$ cat config.mk
export PLATFORM = sky130hd
export DESIGN_NAME = banked_register_file
export DESIGN_NICKNAME = d
export VERILOG_FILES = /design/src/rtl/banked_register_file.sv
export SDC_FILE = /design/constraint.sdc
export NUM_CORES = 1
export LEC_CHECK = 0
export CELL_PAD_IN_SITES_DETAIL_PLACEMENT = 2
export CELL_PAD_IN_SITES_GLOBAL_PLACEMENT = 2
export CORE_ASPECT_RATIO = 1.1
export CORE_UTILIZATION = 48
export CTS_CLUSTER_DIAMETER = 120
export DETAILED_ROUTE_END_ITERATION = 8
export GPL_TIMING_DRIVEN = 0
export HOLD_SLACK_MARGIN = 0.1
export PLACE_DENSITY_LB_ADDON = 0.1
export SETUP_SLACK_MARGIN = 0.05
export SLEW_MARGIN = 20
export SYNTH_ARGS = -nofsm -noshare
export SYNTH_HDL_FRONTEND = slang
export SYNTH_SLANG_ARGS = --single-unit
$ cat constraint.sdc
create_clock -name clock -period 7.7 [get_ports clock]
set_clock_uncertainty 0.1 [all_clocks]
set_input_delay 0.77 -clock clock [delete_from_list [all_inputs] [get_ports clock]]
set_output_delay 0.77 -clock clock [all_outputs]
set_load 0.01 [all_outputs]
$ cat src/rtl/banked_register_file.sv
// Banked CPU register file: r0-r7 are banked per interrupt level, r8-rB and
// rC (ISR) are shared, rD-rF return the external SP/SR/PC inputs.
// Reads are combinational and forward a same-cycle write.
module banked_register_file #(
  parameter int WIDTH          = 16,
  parameter int NUM_BANKS      = 4,
  parameter int NUM_READ       = 3,
  parameter int CLEAR_ON_ENTER = 0,
  localparam int PW            = (NUM_BANKS > 1) ? $clog2(NUM_BANKS) : 1
) (
  input  logic                      clock,
  input  logic                      reset,
  input  logic [NUM_READ*4-1:0]     read_addr,
  output logic [NUM_READ*WIDTH-1:0] read_data,
  input  logic [3:0]                write_addr,
  input  logic [WIDTH-1:0]          write_data,
  input  logic                      write_en,
  input  logic                      irq_enter,
  input  logic                      irq_exit,
  input  logic [WIDTH-1:0]          SP,
  input  logic [WIDTH-1:0]          SR,
  input  logic [WIDTH-1:0]          PC,
  output logic [PW-1:0]             bank_ptr,
  output logic                      bank_overflow,
  output logic                      bank_underflow
);

  localparam logic [PW-1:0] PTR_MAX = PW'(NUM_BANKS - 1);

  logic [WIDTH-1:0] bank_q    [NUM_BANKS][8];
  logic [WIDTH-1:0] scratch_q [4];
  logic [WIDTH-1:0] isr_q;
  logic [PW-1:0]    ptr_q;
  logic             ovf_q;
  logic             unf_q;

  logic          push_req;
  logic          pop_req;
  logic          push_ok;
  logic          pop_ok;
  logic [PW-1:0] ptr_inc;
  logic [PW-1:0] ptr_dec;

  // Simultaneous enter and exit cancel out: neither move nor flag.
  assign push_req = irq_enter & ~irq_exit;
  assign pop_req  = irq_exit & ~irq_enter;
  assign push_ok  = push_req && (ptr_q != PTR_MAX);
  assign pop_ok   = pop_req && (ptr_q != '0);
  assign ptr_inc  = ptr_q + PW'(1);
  assign ptr_dec  = ptr_q - PW'(1);

  assign bank_ptr       = ptr_q;
  assign bank_overflow  = ovf_q;
  assign bank_underflow = unf_q;

  for (genvar g = 0; g < NUM_READ; g++) begin : g_read
    logic [3:0]       addr;
    logic [WIDTH-1:0] rdata;

    assign addr = read_addr[4*g +: 4];

    // Per-port decode; a pending write to a storage register (0-C) is forwarded.
    always_comb begin
      rdata = '0;
      if (write_en && (write_addr == addr) && (write_addr <= 4'hC)) begin
        rdata = write_data;
      end else if (!addr[3]) begin
        rdata = bank_q[ptr_q][addr[2:0]];
      end else if (addr[3:2] == 2'b10) begin
        rdata = scratch_q[addr[1:0]];
      end else begin
        case (addr[1:0])
          2'd0:    rdata = isr_q;
          2'd1:    rdata = SP;
          2'd2:    rdata = SR;
          default: rdata = PC;
        endcase
      end
    end

    assign read_data[WIDTH*g +: WIDTH] = rdata;
  end

  // Register storage, bank pointer and sticky error flags.
  always_ff @(posedge clock) begin
    if (reset) begin
      for (int b = 0; b < NUM_BANKS; b++) begin
        for (int r = 0; r < 8; r++) begin
          bank_q[b][r] <= '0;
        end
      end
      for (int s = 0; s < 4; s++) begin
        scratch_q[s] <= '0;
      end
      isr_q <= '0;
      ptr_q <= '0;
      ovf_q <= 1'b0;
      unf_q <= 1'b0;
    end else begin
      // The cleared bank is the new one, so it never collides with a
      // same-cycle write, which still targets the old bank.
      if ((CLEAR_ON_ENTER != 0) && push_ok) begin
        for (int r = 0; r < 8; r++) begin
          bank_q[ptr_inc][r] <= '0;
        end
      end
      if (write_en) begin
        if (!write_addr[3]) begin
          bank_q[ptr_q][write_addr[2:0]] <= write_data;
        end else if (write_addr[3:2] == 2'b10) begin
          scratch_q[write_addr[1:0]] <= write_data;
        end else if (write_addr == 4'hC) begin
          isr_q <= write_data;
        end
      end
      if (push_ok) begin
        ptr_q <= ptr_inc;
      end else if (pop_ok) begin
        ptr_q <= ptr_dec;
      end
      if (push_req && !push_ok) begin
        ovf_q <= 1'b1;
      end
      if (pop_req && !pop_ok) begin
        unf_q <= 1'b1;
      end
    end
  end

endmodule

==> flow_metrics.env <==
export IMPL_clock_latency_ns=0.65
export IMPL_wl_per_cell_um=51.5
export IMPL_grt_setup_unrepaired="no"
export IMPL_worstPathBufferInverterCount=6
export IMPL_grt_max_degree=17
export IMPL_rows=101
export IMPL_placed_cell_area_sq_um=37000
export IMPL_dp_hpwl_um=132000
export IMPL_first_pass_iters=8
export IMPL_cp_end_kind="output port"
export IMPL_tritoncts="yes"
export IMPL_clockBufferDepth=3
export IMPL_crit_family="buffers and inverters"
export IMPL_min_period_ns=6.42
export IMPL_track_usage_pct=53.6
export IMPL_cts_clk_slew_worst_paths_ns=0.06
export IMPL_io_pins=137
export IMPL_syn_inst=2479
export IMPL_synthArstFlopShare_pct=0
export IMPL_clock_sinks=598
export IMPL_crit_fanout=10
export IMPL_dr_total_vias=28900
export IMPL_regArea_sq_um=17700
export IMPL_worstPathCellList="buf_2, buf_2, buf_2, buf_2, buf_2, mux2i_1, mux2i_1, o211ai_1, o211ai_1, clkdlybuf4s50_1"
export IMPL_post_cts_buffers=0
export IMPL_setup_slack_ns=1.28
export IMPL_pre_cts_slack_ns=2.26
export IMPL_slew_headroom_pct=13.7
export IMPL_ant_nets=0
export IMPL_die_h_um=280
export IMPL_io_buffer_count=111
export IMPL_design_core_area_sq_um=69400
export IMPL_power_density_nw_per_um2=220
export IMPL_final_max_slew_violation_count=0
export IMPL_hp_class="reg -> reg"
export IMPL_arrival_ns=5.55
export IMPL_finalSetupViolCount=0
export IMPL_crit_top_cell="buf_2"
export IMPL_ys_ff_latch=598
export IMPL_start_kind="register"
export IMPL_synth_warnings=0
export IMPL_busiest_layer="met2"
export IMPL_synth_edf_count=576
export IMPL_maxCapViolCount=0
export IMPL_postLayoutCellArea_sq_um=39200
export IMPL_ys_dominant_reg_cell="edfxtp_1"
export IMPL_drcViolationCount=0
export IMPL_slowest_delay_ns=0.72
export IMPL_start_util_pct=48.7
export IMPL_p_leak_nw=13.6
export IMPL_dieArea_sq_um=71400
export IMPL_grt_use_met1_pct=62.7
export IMPL_avgSynthCellArea_sq_um=13.6
export IMPL_die_width_um=255
export IMPL_htree_levels=3
export IMPL_cts_made_buffers=67
export IMPL_vias_per_cell=7.87
export IMPL_status="finished, final reports clean"
export IMPL_final_layout_size_suffix_gt1_share_pct=18.8
export IMPL_ir_drop_mv=0.231
export IMPL_grt_pass1_vias=29900
export IMPL_synth_seq_area_share_pct=52.5
export IMPL_slowest_stage="mux2i_1"
export IMPL_worstMarginPinSlew_ns=1.29
export IMPL_nets=2776
export IMPL_grt_overflow=0
export IMPL_multi_input_area_sq_um=15300
export IMPL_syn_to_final_growth_pct=16.0
export IMPL_routabilityCongestion=1.04
export IMPL_root_buffer="clkbuf_16"
export IMPL_met2_usage_pct=80.1
export IMPL_cts_resized=0
export IMPL_antenna_found_initial=13
export IMPL_clock_fmax_mhz=156
export IMPL_syn_nets=2564
export IMPL_met3_usage_pct=18.7
export IMPL_routed_wl_um=189000
export IMPL_cp_required_ns=6.83
export IMPL_hold_buffers=0
export IMPL_synthDistinctLibCells=61
export IMPL_hold_viol_final=0
export IMPL_timing_final_crit_share_pct=83.4
export IMPL_fin_setup_tns_ns=0
export IMPL_crit_type="reg -> out"
export IMPL_netlist_area_sq_um=33800
export IMPL_grt_first_pass_wirelength_um=256000
export IMPL_fillers=6114
export IMPL_drtIter0Drc=4913
==> area by class of cell <==
type / count / share of cell area (%)
Multi-Input combinational cell: 1625 / 39.0
Inverter: 4 / 0.0383
Antenna cell: 4 / 0.0255
Timing Repair Buffer: 143 / 4.37
Clock inverter: 33 / 0.964
Clock buffer: 86 / 4.52
Buffer: 252 / 2.90
Tap cell: 927 / 2.96
Sequential cell: 598 / 45.3
==> worst register-to-register path, cell delays in order (launching register included) <==
cell and delay, ns:
dfxtp_1 0.35, clkbuf_1 0.39, nand2b_1 0.41, clkbuf_1 0.58, nor2_1 0.84, clkbuf_1 0.65
and2_1 0.26
==> logic make-up after synthesis <==
kind of cell | after synthesis | synth area share, %
AO/OA/AOI/OAI | 335 | 7.37
multiplexers | 424 | 21.9
AND/OR/NAND/NOR | 857 | 14.6
buffers and inverters | 256 | 3.33
XOR/XNOR | 9 | 0.233
flip-flops | 598 | 52.5
==> registers in the layout, summed over array words and instances (netlist names), named ones only <==
name	count
scratch_q	64
bank_q	512
bank_ptr	2
bank_underflow	1
bank_overflow	1
isr_q	16
==> synth_stat cells (all sizes together), types with 9 or more instances <==
cell type,count,area [sq um]
a221o,29,290
nor3b,15,113
o211ai,15,113
a2bb2oi,9,78.8
buf,81,468
and2,583,3650
mux2i,166,1660
nor2,65,244
nor3,11,55.1
a22oi,34,255
nand2,95,357
nor2b,20,125
nand2b,24,150
clkbuf,171,642
o21ai,45,225
a211oi,24,180
dfxtp,22,440
o221ai,33,289
a32oi,9,78.8
a22o,22,193
nand3,25,125
a21oi,55,275
edfxtp,576,17300
a221oi,10,87.6
mux4,252,5680
==> worst paths after layout <==
| check | depth (start not counted) | slack (ns) | endpoint | from |
|---|---|---|---|---|
| worst max-delay path | 10 | 1.28 | read_data[10] | register |
| worst min register to register | 2 | 0.38 | bank_underflow | bank_underflow |
| worst max register to register | 6 | 3.97 | bank_q[1][42] | bank_ptr[0] |
| worst min-delay path | 2 | 0.38 | bank_underflow | bank_underflow |
==> layer usage <==
metal | vias up | share of wire, %
li1 | 9984 | -
met1 | 14500 | 33
met3 | 1149 | 14
met5 | - | 0.060
met2 | 3256 | 44
met4 | 6 | 10
==> cell usage in the layout, fill, tap and decap left out, types with 54 or more instances in the layout <==
cell,count
a21oi_1,54
and2_1,582
clkbuf_1,175
clkbuf_16,68
clkdlybuf4s50_1,111
edfxtp_1,576
mux2i_1,166
mux4_2,252
nand2_1,95
nor2_1,65
==> power by group <==
part,internal [mW],switching [mW],total (mW)
clock,1.82,1.60,3.43
combinational,0.492,0.912,1.40
sequential,3.68,0.0897,3.77
total,5.99,2.61,8.60
==> per-stage QoR <==
stage                     std cells  utilization [%]  hold WS [ns]  total power [mW]
after floorplan                2479                -         0.354              4.44
after global placement         3517             52.0         0.358              5.01
after detailed placement       3549             53.3         0.380              5.12
after CTS                      3668             56.4         0.394              8.43
after global routing           3668             56.5         0.433              8.60
final                          3672             56.5         0.384              8.60
Note: power is estimated with default switching activity, not from simulation.
